===== src/rtl/window_scheduler.sv =====
// window_scheduler: hands sweeper windows to a pool of cascade engines round-robin,
// remembers each engine's window position and turns passing results into detections.
//
// state   | meaning
// S_IDLE  | waiting for a frame start pulse
// S_RUN   | accepting windows from the sweeper and dispatching them
// S_DRAIN | end of frame seen; waiting for engines and the detection slot to empty
module window_scheduler #(
  parameter int NUM_ENG = 4,
  parameter int W_X     = 9,
  parameter int W_Y     = 8,
  parameter int W_SCALE = 8,
  parameter int W_CNT   = 24
) (
  input  logic               clk,
  input  logic               rst_n,
  input  logic               i_start,
  output logic               o_busy,
  output logic               o_done,
  input  logic               i_win_valid,
  output logic               o_win_ready,
  input  logic               i_win_eot,
  input  logic [W_SCALE-1:0] i_win_scale,
  input  logic [W_Y-1:0]     i_win_y,
  input  logic [W_X-1:0]     i_win_x,
  output logic [NUM_ENG-1:0] o_eng_start,
  output logic [W_SCALE-1:0] o_eng_scale,
  output logic [W_Y-1:0]     o_eng_y,
  output logic [W_X-1:0]     o_eng_x,
  input  logic [NUM_ENG-1:0] i_res_valid,
  input  logic [NUM_ENG-1:0] i_res_pass,
  output logic [NUM_ENG-1:0] o_res_ready,
  output logic               o_det_valid,
  input  logic               i_det_ready,
  output logic [W_SCALE-1:0] o_det_scale,
  output logic [W_Y-1:0]     o_det_y,
  output logic [W_X-1:0]     o_det_x,
  output logic [W_CNT-1:0]   o_win_cnt,
  output logic [W_CNT-1:0]   o_det_cnt
);

  localparam int W_PTR = $clog2(NUM_ENG);
  localparam int W_POS = W_SCALE + W_Y + W_X;

  typedef enum logic [1:0] {S_IDLE, S_RUN, S_DRAIN} state_t;

  state_t             r_state;
  logic [NUM_ENG-1:0] r_busy;
  logic [W_PTR-1:0]   r_dp;
  logic [W_PTR-1:0]   r_rp;
  logic [W_POS-1:0]   r_tag [NUM_ENG];
  logic [NUM_ENG-1:0] r_eng_start;
  logic [W_POS-1:0]   r_eng_pos;
  logic               r_det_valid;
  logic [W_POS-1:0]   r_det_pos;
  logic [W_CNT-1:0]   r_win_cnt;
  logic [W_CNT-1:0]   r_det_cnt;
  logic               r_done;

  logic [W_PTR-1:0]   w_dk;
  logic [W_PTR-1:0]   w_gk;
  logic [W_PTR-1:0]   w_disp_idx;
  logic [W_PTR-1:0]   w_gnt_idx;
  logic               w_disp_found;
  logic               w_gnt_found;
  logic               w_slot_free;
  logic               w_ack;
  logic               w_win_hs;
  logic               w_disp;
  logic               w_eot_hs;
  logic [W_PTR-1:0]   w_dp_next;
  logic [W_PTR-1:0]   w_rp_next;
  logic [NUM_ENG-1:0] w_set;
  logic [W_POS-1:0]   w_win_pos;

  // first free engine at or after the dispatch pointer
  always_comb begin
    w_disp_found = 1'b0;
    w_disp_idx   = '0;
    w_dk         = '0;
    for (int i = 0; i < NUM_ENG; i++) begin
      w_dk = W_PTR'((int'(r_dp) + i) % NUM_ENG);
      if (!w_disp_found && !r_busy[w_dk]) begin
        w_disp_found = 1'b1;
        w_disp_idx   = w_dk;
      end
    end
  end

  // round-robin grant among busy engines reporting a result
  always_comb begin
    w_gnt_found = 1'b0;
    w_gnt_idx   = '0;
    w_gk        = '0;
    for (int i = 0; i < NUM_ENG; i++) begin
      w_gk = W_PTR'((int'(r_rp) + i) % NUM_ENG);
      if (!w_gnt_found && r_busy[w_gk] && i_res_valid[w_gk]) begin
        w_gnt_found = 1'b1;
        w_gnt_idx   = w_gk;
      end
    end
  end

  // a failing result never needs the detection slot, so it is acked regardless
  assign w_slot_free = !r_det_valid || i_det_ready;
  assign w_ack       = w_gnt_found && (!i_res_pass[w_gnt_idx] || w_slot_free);
  assign o_res_ready = w_ack ? (NUM_ENG'(1) << w_gnt_idx) : '0;

  assign o_win_ready = (r_state == S_RUN) && (i_win_eot || w_disp_found);
  assign w_win_hs    = i_win_valid && o_win_ready;
  assign w_disp      = w_win_hs && !i_win_eot;
  assign w_eot_hs    = w_win_hs && i_win_eot;
  assign w_dp_next   = W_PTR'((int'(w_disp_idx) + 1) % NUM_ENG);
  assign w_rp_next   = W_PTR'((int'(w_gnt_idx) + 1) % NUM_ENG);
  assign w_set       = w_disp ? (NUM_ENG'(1) << w_disp_idx) : '0;
  assign w_win_pos   = {i_win_scale, i_win_y, i_win_x};

  // frame FSM, engine occupancy, dispatch and detection registers
  always_ff @(posedge clk or negedge rst_n) begin
    if (!rst_n) begin
      r_state     <= S_IDLE;
      r_busy      <= '0;
      r_dp        <= '0;
      r_rp        <= '0;
      r_eng_start <= '0;
      r_eng_pos   <= '0;
      r_det_valid <= 1'b0;
      r_det_pos   <= '0;
      r_win_cnt   <= '0;
      r_det_cnt   <= '0;
      r_done      <= 1'b0;
    end else begin
      r_eng_start <= '0;
      r_done      <= 1'b0;
      // set and clear masks never overlap: dispatch picks a free engine, ack a busy one
      r_busy      <= (r_busy | w_set) & ~o_res_ready;
      if (w_disp) begin
        r_eng_start <= w_set;
        r_eng_pos   <= w_win_pos;
        r_dp        <= w_dp_next;
        if (r_win_cnt != '1) r_win_cnt <= r_win_cnt + W_CNT'(1);
      end
      if (w_ack) begin
        r_rp <= w_rp_next;
        if (i_res_pass[w_gnt_idx]) begin
          r_det_valid <= 1'b1;
          r_det_pos   <= r_tag[w_gnt_idx];
          if (r_det_cnt != '1) r_det_cnt <= r_det_cnt + W_CNT'(1);
        end else if (i_det_ready) begin
          r_det_valid <= 1'b0;
        end
      end else if (i_det_ready) begin
        r_det_valid <= 1'b0;
      end
      case (r_state)
        S_IDLE: if (i_start) begin
          r_state   <= S_RUN;
          r_win_cnt <= '0;
          r_det_cnt <= '0;
        end
        S_RUN: if (w_eot_hs) r_state <= S_DRAIN;
        S_DRAIN: if (r_busy == '0 && !r_det_valid) begin
          r_state <= S_IDLE;
          r_done  <= 1'b1;
        end
        default: r_state <= S_IDLE;
      endcase
    end
  end

  // window position held per engine until its result is acked
  always_ff @(posedge clk or negedge rst_n) begin
    if (!rst_n) begin
      for (int i = 0; i < NUM_ENG; i++) r_tag[i] <= '0;
    end else if (w_disp) begin
      r_tag[w_disp_idx] <= w_win_pos;
    end
  end

  assign o_busy      = (r_state != S_IDLE);
  assign o_done      = r_done;
  assign o_eng_start = r_eng_start;
  assign o_eng_scale = r_eng_pos[W_POS-1 -: W_SCALE];
  assign o_eng_y     = r_eng_pos[W_X +: W_Y];
  assign o_eng_x     = r_eng_pos[W_X-1:0];
  assign o_det_valid = r_det_valid;
  assign o_det_scale = r_det_pos[W_POS-1 -: W_SCALE];
  assign o_det_y     = r_det_pos[W_X +: W_Y];
  assign o_det_x     = r_det_pos[W_X-1:0];
  assign o_win_cnt   = r_win_cnt;
  assign o_det_cnt   = r_det_cnt;

endmodule


===== config.mk =====
export PLATFORM = sky130hd
export DESIGN_NAME = window_scheduler
export DESIGN_NICKNAME = d
export VERILOG_FILES = /design/src/rtl/window_scheduler.sv
export SDC_FILE = /design/constraint.sdc
export NUM_CORES = 1
export LEC_CHECK = 0
export BUFFER_PORTS_ARGS = -buffer_cell sky130_fd_sc_hd__buf_2
export CAP_MARGIN = 25
export CELL_PAD_IN_SITES_DETAIL_PLACEMENT = 2
export CELL_PAD_IN_SITES_GLOBAL_PLACEMENT = 2
export CORE_ASPECT_RATIO = 1.5
export CORE_MARGIN = 5
export CORE_UTILIZATION = 39
export CTS_CLUSTER_SIZE = 28
export DETAILED_ROUTE_END_ITERATION = 16
export GPL_ROUTABILITY_DRIVEN = 0
export PLACE_DENSITY_LB_ADDON = 0.1
export SLEW_MARGIN = 15
export SYNTH_ARGS = -nofsm -noshare
export SYNTH_HDL_FRONTEND = slang
export SYNTH_SLANG_ARGS = --single-unit

===== constraint.sdc =====
create_clock -name clk -period 5.5 [get_ports clk]
set_input_delay 0.55 -clock clk [delete_from_list [all_inputs] [get_ports clk]]
set_output_delay 0.55 -clock clk [all_outputs]
set_load 0.1 [all_outputs]

==> results of run 1 <==
-- area by class of cell --
type / instances / area share
Timing Repair Buffer: 157 / 0.0709
Multi-Input combinational cell: 714 / 0.370
Clock buffer: 30 / 0.0531
Clock inverter: 9 / 0.00844
Sequential cell: 214 / 0.457
Inverter: 15 / 0.00502
Tap cell: 328 / 0.0350
-- kinds of logic (layout without fill, tap and decap cells) --
| group | count (synthesis) | in the layout |
|---|---|---|
| AND/OR/NAND/NOR | 473 | 473 |
| multiplexers | 103 | 103 |
| adder cells (fa/ha/maj) | 10 | 10 |
| AO/OA/AOI/OAI | 117 | 117 |
| buffers and inverters | 69 | 211 |
| XOR/XNOR | 11 | 11 |
| flip-flops | 214 | 214 |
-- cells in the final DEF, fill, tap and decap left out, types with 3 or more instances in the layout --
cell         n
a41o_1       4
nor2b_1      4
clkinv_2     6
or3_1       22
o31ai_1      4
o21ai_1      4
xor2_1       4
mux2_2     102
nand4_1     13
and4_1       4
nor3_1       7
o21ai_0     23
a21oi_1     30
o211ai_1    28
nand2_1    294
inv_1       13
nand3_1     47
or4_1       10
nand2b_1     5
and2_2       4
buf_2      147
nor2_1      32
buf_4        8
clkbuf_16   23
and3_1      11
a31oi_1      3
xnor2_1      7
dfrtp_1    214
and2_1       7
clkbuf_1     5
ha_1        10
a2bb2oi_1    4
-- flip-flops by register name, indices dropped and copies added (netlist names), 4 cells and up --
| signal | flops |
|---|---|
| r_tag | 100 |
| r_eng_pos | 25 |
| o_eng_start | 4 |
| o_det_cnt | 24 |
| r_det_pos | 25 |
| r_busy | 4 |
| o_win_cnt | 24 |
-- worst paths after layout --
path,from,slack [ns],to,depth (start not counted)
max,r_busy[3],1.13,o_res_ready[3],10
min,rst_n,0.12,o_win_cnt[7],1
max reg2reg,r_busy[3],2.03,o_det_cnt[11],9
min reg2reg,r_eng_pos[3],0.47,r_eng_pos[3],2
max in group asynchronous,rst_n,4.29,r_tag[59],2
min in group clk,i_win_scale[2],0.29,r_eng_pos[19],3
-- per-stage QoR --
step	hold WS, ns	setup slack (ns)
3_5_place_dp	0.463	1.59
6_report	0.118	1.13
4_1_cts	0.191	1.07
3_3_place_gp	0.455	1.72
2_1_floorplan	0.254	2.36
5_1_grt	0.233	0.842
-- power by group --
group / switching (W) / internal, W
logic: 0.00277 / 0.000866
registers: 0.000371 / 0.00217
clock network: 0.000642 / 0.000888
-- layer usage --
layer	part of all wire	vias to the layer above
li1	-	3662
met1	0.42	4193
met2	0.53	128
met3	0.034	40
met4	0.019	0
met5	0	-
-- worst max-delay path: cells and delay by family, from the launching register on --
| family | cells | cell delay [ns] |
|---|---|---|
| and+or+nand+nor | 3 | 0.50 |
| DFF | 1 | 0.55 |
| AOI/OAI and AO/OA | 4 | 1.16 |
| buffers and inverters | 3 | 1.08 |
==> results.ini, run 1 <==
[status]
status=complete, no violations

[cts]
cts_tree=built
cts_setup_buffers=0
cts_max_path_buffers=3
holdBufCountCts=0
ctsResizeCount=0
cts.sinks=214
insertion_delay_ns=0.52
cts_max_level=1
cts_buffers=23
clk_pin_slew_worst_paths_ns=0.06
cts-root-buf=clkbuf_16

[synthesis]
netlist_area_mm2=0.00998
synth_seq_cells=214
yosys_warnings=0
synth_most_common_cell=nand2_1
yosys-top-cells-area=dfrtp_1 54%, mux2_2 12%, nand2_1 11%
synth.top_cell.area_share=0.537
synth_compound_gate_area_share=0.0793
synthTopCellsByCount=294 x nand2_1, 214 x dfrtp_1, 102 x mux2_2, 47 x nand3_1, 33 x clkbuf_1
synth_top_family_by_area=simple AND/OR/NAND/NOR gates
synthXorXnorAreaFrac=0.00966
synth_top_area_cell=dfrtp_1
ys_seq_area_frac=0.537
synth_enable_flop_cells=0
synthAdderAreaFrac=0.0125
synth.avg_cell_area_um2=10.0
synth_async_sr_flop_share=1.00
yosys.area_share.simple=0.215
yosysUniqueCellTypes=60
syn_inst=997
synthMuxAreaShare=0.116
ys.flop_type=dfrtp_1
synth_nets=1046

[finish]
register_area_mm2=0.00536
synthToLayoutAreaGrowth_pct=17.4
fin_area_mm2=0.0117
multi_input_area_mm2=0.00434
fillers=2694
instances_no_fill=1467
fin_util=0.466
final_layout_size_suffix_gt1_frac=0.277
diodes=0
finalNetCount=1174

[route]
first_pass_iters=4
drc_errors=0
ant_nets=0
routed_wirelength_um=29900
routed_via_density=5.47
num_vias=8023
drt_iter0_markers=247
wire_per_inst_um=20.4

[sta]
fmax_ghz=0.229
slew_headroom=0.371
finalHoldViolations=0
rsz0062_at_grt=false
maxSlewViolCount=0
timing.final.crit_period_ns=4.37
tightestPinTransition_ns=0.944
skew_ns=0.0121
fin_crit_sh=0.795
finalSetupViolCount=0
timing.setup.tns_ns=0

[floorplan]
die_y_um=206
num_io_pins=149
die_w_um=141
dieArea_mm2=0.0289
start_util=0.397
core.rowCount=71
core_area_mm2=0.0251

[power_and_ir_drop]
ir_worst_vdd_mv=0.482
power-per-cell-area_mw_per_mm2=658
total_leakage_power_nw=5.71
p_total_w=0.00771

[placement]
port_buffers=148
place_area_mm2=0.0110
dp_cells=1428
post-dp-hpwl_um=19400

[grt]
met2_usage=0.388
grt_pass1_wl_um=48900
grt_max_degree=119
antenna_found_initial=0
grt_usage=0.207
overflow=0
top_usage_layer=met2
grt_pass1_vias=9102
use_met3=0.0241
grtUsageMet1=0.252

[min_path]
holdCritPathClass=in -> async

[worst_setup_path]
arrival_ns=3.82
cp-end-kind=output pin
criticalPathCategory=reg -> out
cp_max_fo=53
worstPathRequired_ns=4.95
cpPeakStageDelay_ns=0.55
crit_chain=nand2_1 -> a21bo_1 -> a21oi_4 -> buf_4 -> inv_2 -> a211oi_2 -> nor2_1 -> a21boi_4 -> and2_1 -> buf_2
cpMaxStageDelayCell=dfrtp_1
startpoint_type=register

[job]
drv_cap=0

Note: power is estimated with default switching activity, not from simulation.
==> run 2, diff against run 1 <==
- CORE_UTILIZATION: 39 -> 36
- clock period: 5.5 -> 4.13 ns (I/O delays scaled with it)
==> results.ini, run 2 (same netlist as run 1, synthesis figures left out) <==
[min_path]
hold_path_depth=2
holdCritPathClass=in -> reg
hold_start=i_win_valid

[power_and_ir_drop]
ir_worst_vdd_mv=0.541  ; +12%
total_leakage_power_nw=5.73  ; +0.31%
power-per-cell-area_mw_per_mm2=864  ; +31%

[finish]
top_register=r_tag
instances_no_fill=1485  ; +1.2%
mostFrequentLayoutCells=294 x nand2_1, 214 x dfrtp_1, 143 x buf_2
largestRegisters=r_tag (100), r_det_pos (25), r_eng_pos (25)
layout_commonest_cell=nand2_1
largest_reg_flops=100  ; unchanged
diodes=0  ; unchanged
fillers=2907  ; +7.9%
final_layout_size_suffix_gt1_frac=0.280  ; +0.00341
synthToLayoutAreaGrowth_pct=18.3
finalNetCount=1180  ; +0.51%
fin_area_mm2=0.0118  ; +0.74%

[worst_setup_path]
cp_max_fo=19  ; -64%
startpoint_type=register
reg2reg_from=r_busy[3]
arrival_ns=3.13  ; -0.69 ns
crit_start=r_busy[3]
reg2regPathDepth=9  ; unchanged
worstPathRequired_ns=3.72  ; -1.23 ns
criticalPathCategory=reg -> out
cp-end-kind=output pin

[status]
status=complete, no violations

[grt]
grt_pass1_vias=9038  ; -0.70%
met2_usage=0.368  ; -0.0203
grt_usage=0.193  ; -0.0138
top_usage_layer=met2
overflow=0  ; unchanged
grtUsageMet1=0.228  ; -0.0242
grt_max_degree=92  ; -23%
antenna_found_initial=0  ; unchanged
grt_pass1_wl_um=49100  ; +0.37%
use_met3=0.0277  ; +0.00362

[cts]
cts-root-buf=clkbuf_16
insertion_delay_ns=0.51  ; about the same
clk_pin_slew_worst_paths_ns=0.06  ; about the same
ctsResizeCount=0  ; unchanged
cts_buffers=23  ; unchanged
cts_max_level=1  ; unchanged
cts.sinks=214  ; unchanged
cts_max_path_buffers=3  ; unchanged
cts_tree=built

[placement]
post-dp-hpwl_um=19800  ; +2.1%
dp_cells=1447  ; +1.3%
port_buffers=148  ; unchanged
place_area_mm2=0.0111  ; +1.0%
place_ws_ns=1.11  ; -0.480 ns

[route]
num_vias=7922  ; -1.3%
first_pass_iters=4  ; unchanged
wire_per_inst_um=20.0  ; -1.9%
drc_errors=0  ; unchanged
routed_via_density=5.33  ; -2.5%
drt_iter0_markers=218  ; -12%
routed_wirelength_um=29600  ; -0.74%
ant_nets=0  ; unchanged

[sta]
fmax_ghz=0.282
tightestPinTransition_ns=0.856  ; -0.0873 ns
timing.final.crit_period_ns=3.54
finalSetupViolCount=0  ; unchanged
timing.setup.tns_ns=0  ; unchanged
finalHoldViolations=0  ; unchanged
fin_crit_sh=0.858
skew_ns=0.0104  ; -0.00167 ns
fin_ws_ns=0.585  ; -0.543 ns
slew_headroom=0.429  ; +0.0582
maxSlewViolCount=0  ; unchanged
rsz0062_at_grt=false

[floorplan]
num_io_pins=149  ; unchanged
die_w_um=146  ; +3.8%
die_y_um=214  ; +3.9%
core_area_mm2=0.0273  ; +8.6%
dieArea_mm2=0.0312  ; +7.8%
core.rowCount=74  ; +4.2%
start_util=0.365  ; -0.0316

[job]
drv_cap=0  ; unchanged

run 2: changes by cell type in the layout (fill, tap and decap cells not counted):
cell           change
buf_4              +5
buf_12             +4
buf_2              -4
bufinv_16          -2
clkbuf_1           -2
clkbuf_8           +2
clkinvlp_4         +2
clkinv_2           -1
dlygate4sd3_1      +1
inv_6              -1
run 2: layer usage:
| layer | up-vias | share of wire |
|---|---|---|
| li1 | 3676 | - |
| met1 | 4087 | 0.41 |
| met2 | 123 | 0.54 |
| met3 | 36 | 0.032 |
| met4 | 0 | 0.018 |
| met5 | - | 0 |
run 2: layout make-up:
| type | count | area (um2) | share of cell area |
|---|---|---|---|
| timing repair buffer | 163 | 938 | 0.0795 |
| multi-input combinational | 714 | 4340 | 0.368 |
| inverter | 15 | 58.8 | 0.00498 |
| sequential | 214 | 5360 | 0.454 |
| clock buffer | 30 | 642 | 0.0544 |
| tap | 342 | 428 | 0.0363 |
| clock inverter | 7 | 40.0 | 0.00339 |
run 2: critical path: stages (launching register included):
cell	delay [ns]
dfrtp_1	0.53
nand2_1	0.15
o21ai_1	0.16
and3_2	0.46
inv_4	0.07
a211oi_2	0.33
nor2_1	0.13
a21boi_4	0.34
and2_1	0.24
buf_12	0.19
run 2: stage by stage:
| stage | hold WS [ns] | util | total power [W] |
|---|---|---|---|
| after floorplan | 0.117 | - | 0.00719 |
| after global placement | 0.454 | 0.407 | 0.00821 |
| after detailed placement | 0.461 | 0.407 | 0.00837 |
| after CTS | 0.130 | 0.432 | 0.0104 |
| after global routing | 0.153 | 0.432 | 0.0108 |
| final | 0.152 | 0.432 | 0.0102 |
run 2: worst paths after layout:
| kind | endpoint | slack, ns |
|---|---|---|
| setup / recovery | o_res_ready[0] | 0.59 |
| hold / removal | r_state[0] | 0.15 |
| setup reg to reg | o_det_cnt[23] | 1.13 |
| hold reg to reg | r_det_pos[16] | 0.47 |
| max in group asynchronous | r_eng_pos[1] | 2.58 |
| min in group asynchronous | o_win_cnt[13] | 0.50 |
run 2: repair_timing:
action,CTS,global route
hold buffers,1,0
buffers inserted,0,0
endpoints found under the hold margin,86,0
run 2: power by group:
part / total, W / internal, W / switching (W)
registers: 0.00336 / 0.00289 / 0.000466
clock network: 0.00192 / 0.00109 / 0.000840
logic: 0.00491 / 0.00121 / 0.00369
==> run 3, diff against run 2 <==
- ABC_AREA: unset -> 1
- CORE_UTILIZATION: 36 -> 34
==> results.ini, run 3 <==
[worst_setup_path]
worstPathRequired_ns=3.72  ; about the same
critPathBufInv=3  ; +1
path_depth=14  ; +5
cp_max_fo=28  ; +9
crit_family=simple AND/OR/NAND/NOR gates
crit_chain=inv_2 -> nand2_1 -> nand2_2 -> nand3_2 -> nand2_4 -> nor2_8 -> nand3_4 -> o21ai_4 -> nand3_2 -> nand3_1 -> nand2_2 -> buf_4 -> nor2_1 -> buf_12
reg2reg_from=r_dp[0]
cp-end-kind=output pin
criticalPathCategory=reg -> out
cpPeakStageDelay_ns=0.49  ; -0.04 ns
cpMaxStageDelayCell=dfrtp_1
startpoint_type=register
arrival_ns=3.46  ; +0.33 ns
reg2reg_slack_ns=0.89  ; -0.24 ns
reg2regPathDepth=14  ; +5
crit-reg2reg-capture=r_tag[96]

[cts]
insertion_delay_ns=0.53  ; +0.02 ns
cts_tree=built
clk_pin_slew_worst_paths_ns=0.06  ; about the same
cts-root-buf=clkbuf_16
cts_max_path_buffers=3  ; unchanged
cts_buffers=24  ; +4.3%
cts_max_level=1  ; unchanged
cts.sinks=214  ; unchanged
cts_setup_buffers=0  ; unchanged

[sta]
finalSetupViolCount=0  ; unchanged
fin_crit_sh=0.939  ; +0.0807
timing.setup.tns_ns=0  ; unchanged
fmax_ghz=0.258  ; -8.6%
rsz0062_at_grt=false
tightestPinTransition_ns=0.869  ; +0.0130 ns
slew_headroom=0.419  ; -0.0101
maxSlewViolCount=0  ; unchanged
finalHoldViolations=0  ; unchanged
skew_ns=0.00915  ; -0.00129 ns
timing.final.crit_period_ns=3.88  ; +0.333 ns

[job]
drv_cap=0  ; unchanged

[grt]
grt_usage=0.208  ; +0.0155
grt_max_degree=117  ; +27%
overflow=0  ; unchanged
antenna_found_initial=2  ; +2
grt_pass1_vias=11331  ; +25%
grt_pass1_wl_um=60900  ; +24%

[synthesis]
netlist_area_mm2=0.0111  ; +11%
yosys_warnings=0  ; unchanged
syn_inst=1378  ; +38%
synth_async_sr_flop_share=1.00  ; unchanged
synth_nets=1427  ; +36%
synth.avg_cell_area_um2=8.03  ; -20%
synth_enable_flop_cells=0  ; unchanged
synthTopCellsByCount=464 x nand2_1, 214 x dfrtp_1, 158 x o21ai_0, 96 x nor2_1, 87 x inv_1
ys.flop_type=dfrtp_1
ys_seq_area_frac=0.484  ; -0.0530
yosys-top-cells-area=dfrtp_1 48%, nand2_1 16%, o21ai_0 7.1%
synth_seq_cells=214  ; unchanged
synth_most_common_cell=nand2_1
synth_top_area_cell=dfrtp_1
synth.top_cell.area_share=0.484  ; -0.0530
yosysUniqueCellTypes=42  ; -30%

[route]
wire_per_inst_um=19.4  ; -2.8%
routed_wirelength_um=37700  ; +27%
drt_iter0_markers=250  ; +15%
drc_errors=0  ; unchanged
first_pass_iters=4  ; unchanged
routed_via_density=5.14  ; -3.7%
ant_nets=0  ; unchanged
num_vias=9978  ; +26%

[finish]
final_layout_size_suffix_gt1_frac=0.189  ; -0.0914
fillers=3756  ; +29%
layout_commonest_cell=nand2_1
diodes=0  ; unchanged
finalNetCount=1562  ; +32%
largestRegisters=r_tag (100), r_det_pos (25), r_eng_pos (25)
largest_reg_flops=100  ; unchanged
synthToLayoutAreaGrowth_pct=18.3  ; about the same
top_register=r_tag
mostFrequentLayoutCells=464 x nand2_1, 213 x dfrtp_1, 158 x o21ai_0

[placement]
post-dp-hpwl_um=25700  ; +30%
port_buffers=148  ; unchanged

[status]
status=complete, no violations

[floorplan]
core_area_mm2=0.0324  ; +19%
num_io_pins=149  ; unchanged
die_y_um=231  ; +8.0%
core.rowCount=81  ; +9.5%
die_w_um=157  ; +7.8%
dieArea_mm2=0.0363  ; +16%
start_util=0.341  ; -0.0240

[min_path]
hold_end=r_eng_pos[9]
holdCritPathClass=in -> reg
hold_start=i_win_y[0]
hold_path_depth=3  ; +1

## run 3: changes by cell type in the layout (fill, tap and decap cells not counted), moves of 37 or more
cell,before,now
o21ai_0,23,158
mux2_2,102,45
inv_1,13,86
nor2_1,32,95
nand2_1,294,464
a21oi_1,30,67
## run 3: area by class of cell
type,instances,area (um2),area share
Inverter,94,353,0.0269
Timing Repair Buffer,174,1000,0.0766
Clock inverter,7,138,0.0105
Multi-Input combinational cell,1005,5040,0.385
Sequential cell,214,5360,0.409
Clock buffer,33,686,0.0524
Tap cell,415,519,0.0397
## run 3: worst max path at each step
stage,start,endpoint,slack [ns]
after global placement,r_rp[0],o_res_ready[2],0.73
after CTS,r_rp[0],o_res_ready[0],0.04
after floorplan,r_rp[0],o_res_ready[2],0.56
after global routing,r_rp[1],o_res_ready[0],0.02
final,r_rp[1],o_res_ready[0],0.25
after detailed placement,r_rp[0],o_res_ready[0],0.63
## run 3: kinds of logic (layout without fill, tap and decap cells)
logic type,count (synthesis),after routing,synth area share
simple gates,672,672,0.253
compound gates,236,237,0.110
flops,214,214,0.484
buf+inv,160,308,0.0631
mux,46,46,0.0467
xor+xnor,40,40,0.0323
fa+ha+maj,10,10,0.0113
## run 3: what timing repair did
action	4_1_cts	5_1_grt
setup endpoints to repair	0	4
gates resized for setup	0	2
hold buffers	1	0
hold endpoints to repair	59	0
## run 3: worst register-to-register path, delay by kind of cell, from the launching register on
family          cells  cell delay (ns)
compound gates      4             0.84
fa+ha+maj           1             0.16
buf+inv             3             0.53
flops               1             0.49
simple gates        6             1.13
## run 3: routing by layer
metal / vias up / wire [um] / global-route usage
li1: 4702 / - / -
met4: 4 / 444 / 0.0355
met3: 26 / 1320 / 0.0309
met1: 5115 / 15200 / 0.236
met2: 131 / 20700 / 0.410
met5: - / 28 / 0
## run 3: metrics by stage
stage               cells  hold slack (ns)  worst slack, ns   util  area, um2
finish               1942            0.149            0.252  0.404      13100
global route         1942            0.139           0.0212  0.404      13100
CTS                  1941            0.127           0.0450  0.403      13100
detailed placement   1900            0.404            0.627  0.378      12200
floorplan            1378            0.117            0.561      -      11100
global placement     1900            0.401            0.731  0.378      12200
Power of run 3 is not shown: default switching activity piles up to over one toggle a cycle in this logic, so the estimate is an artifact.
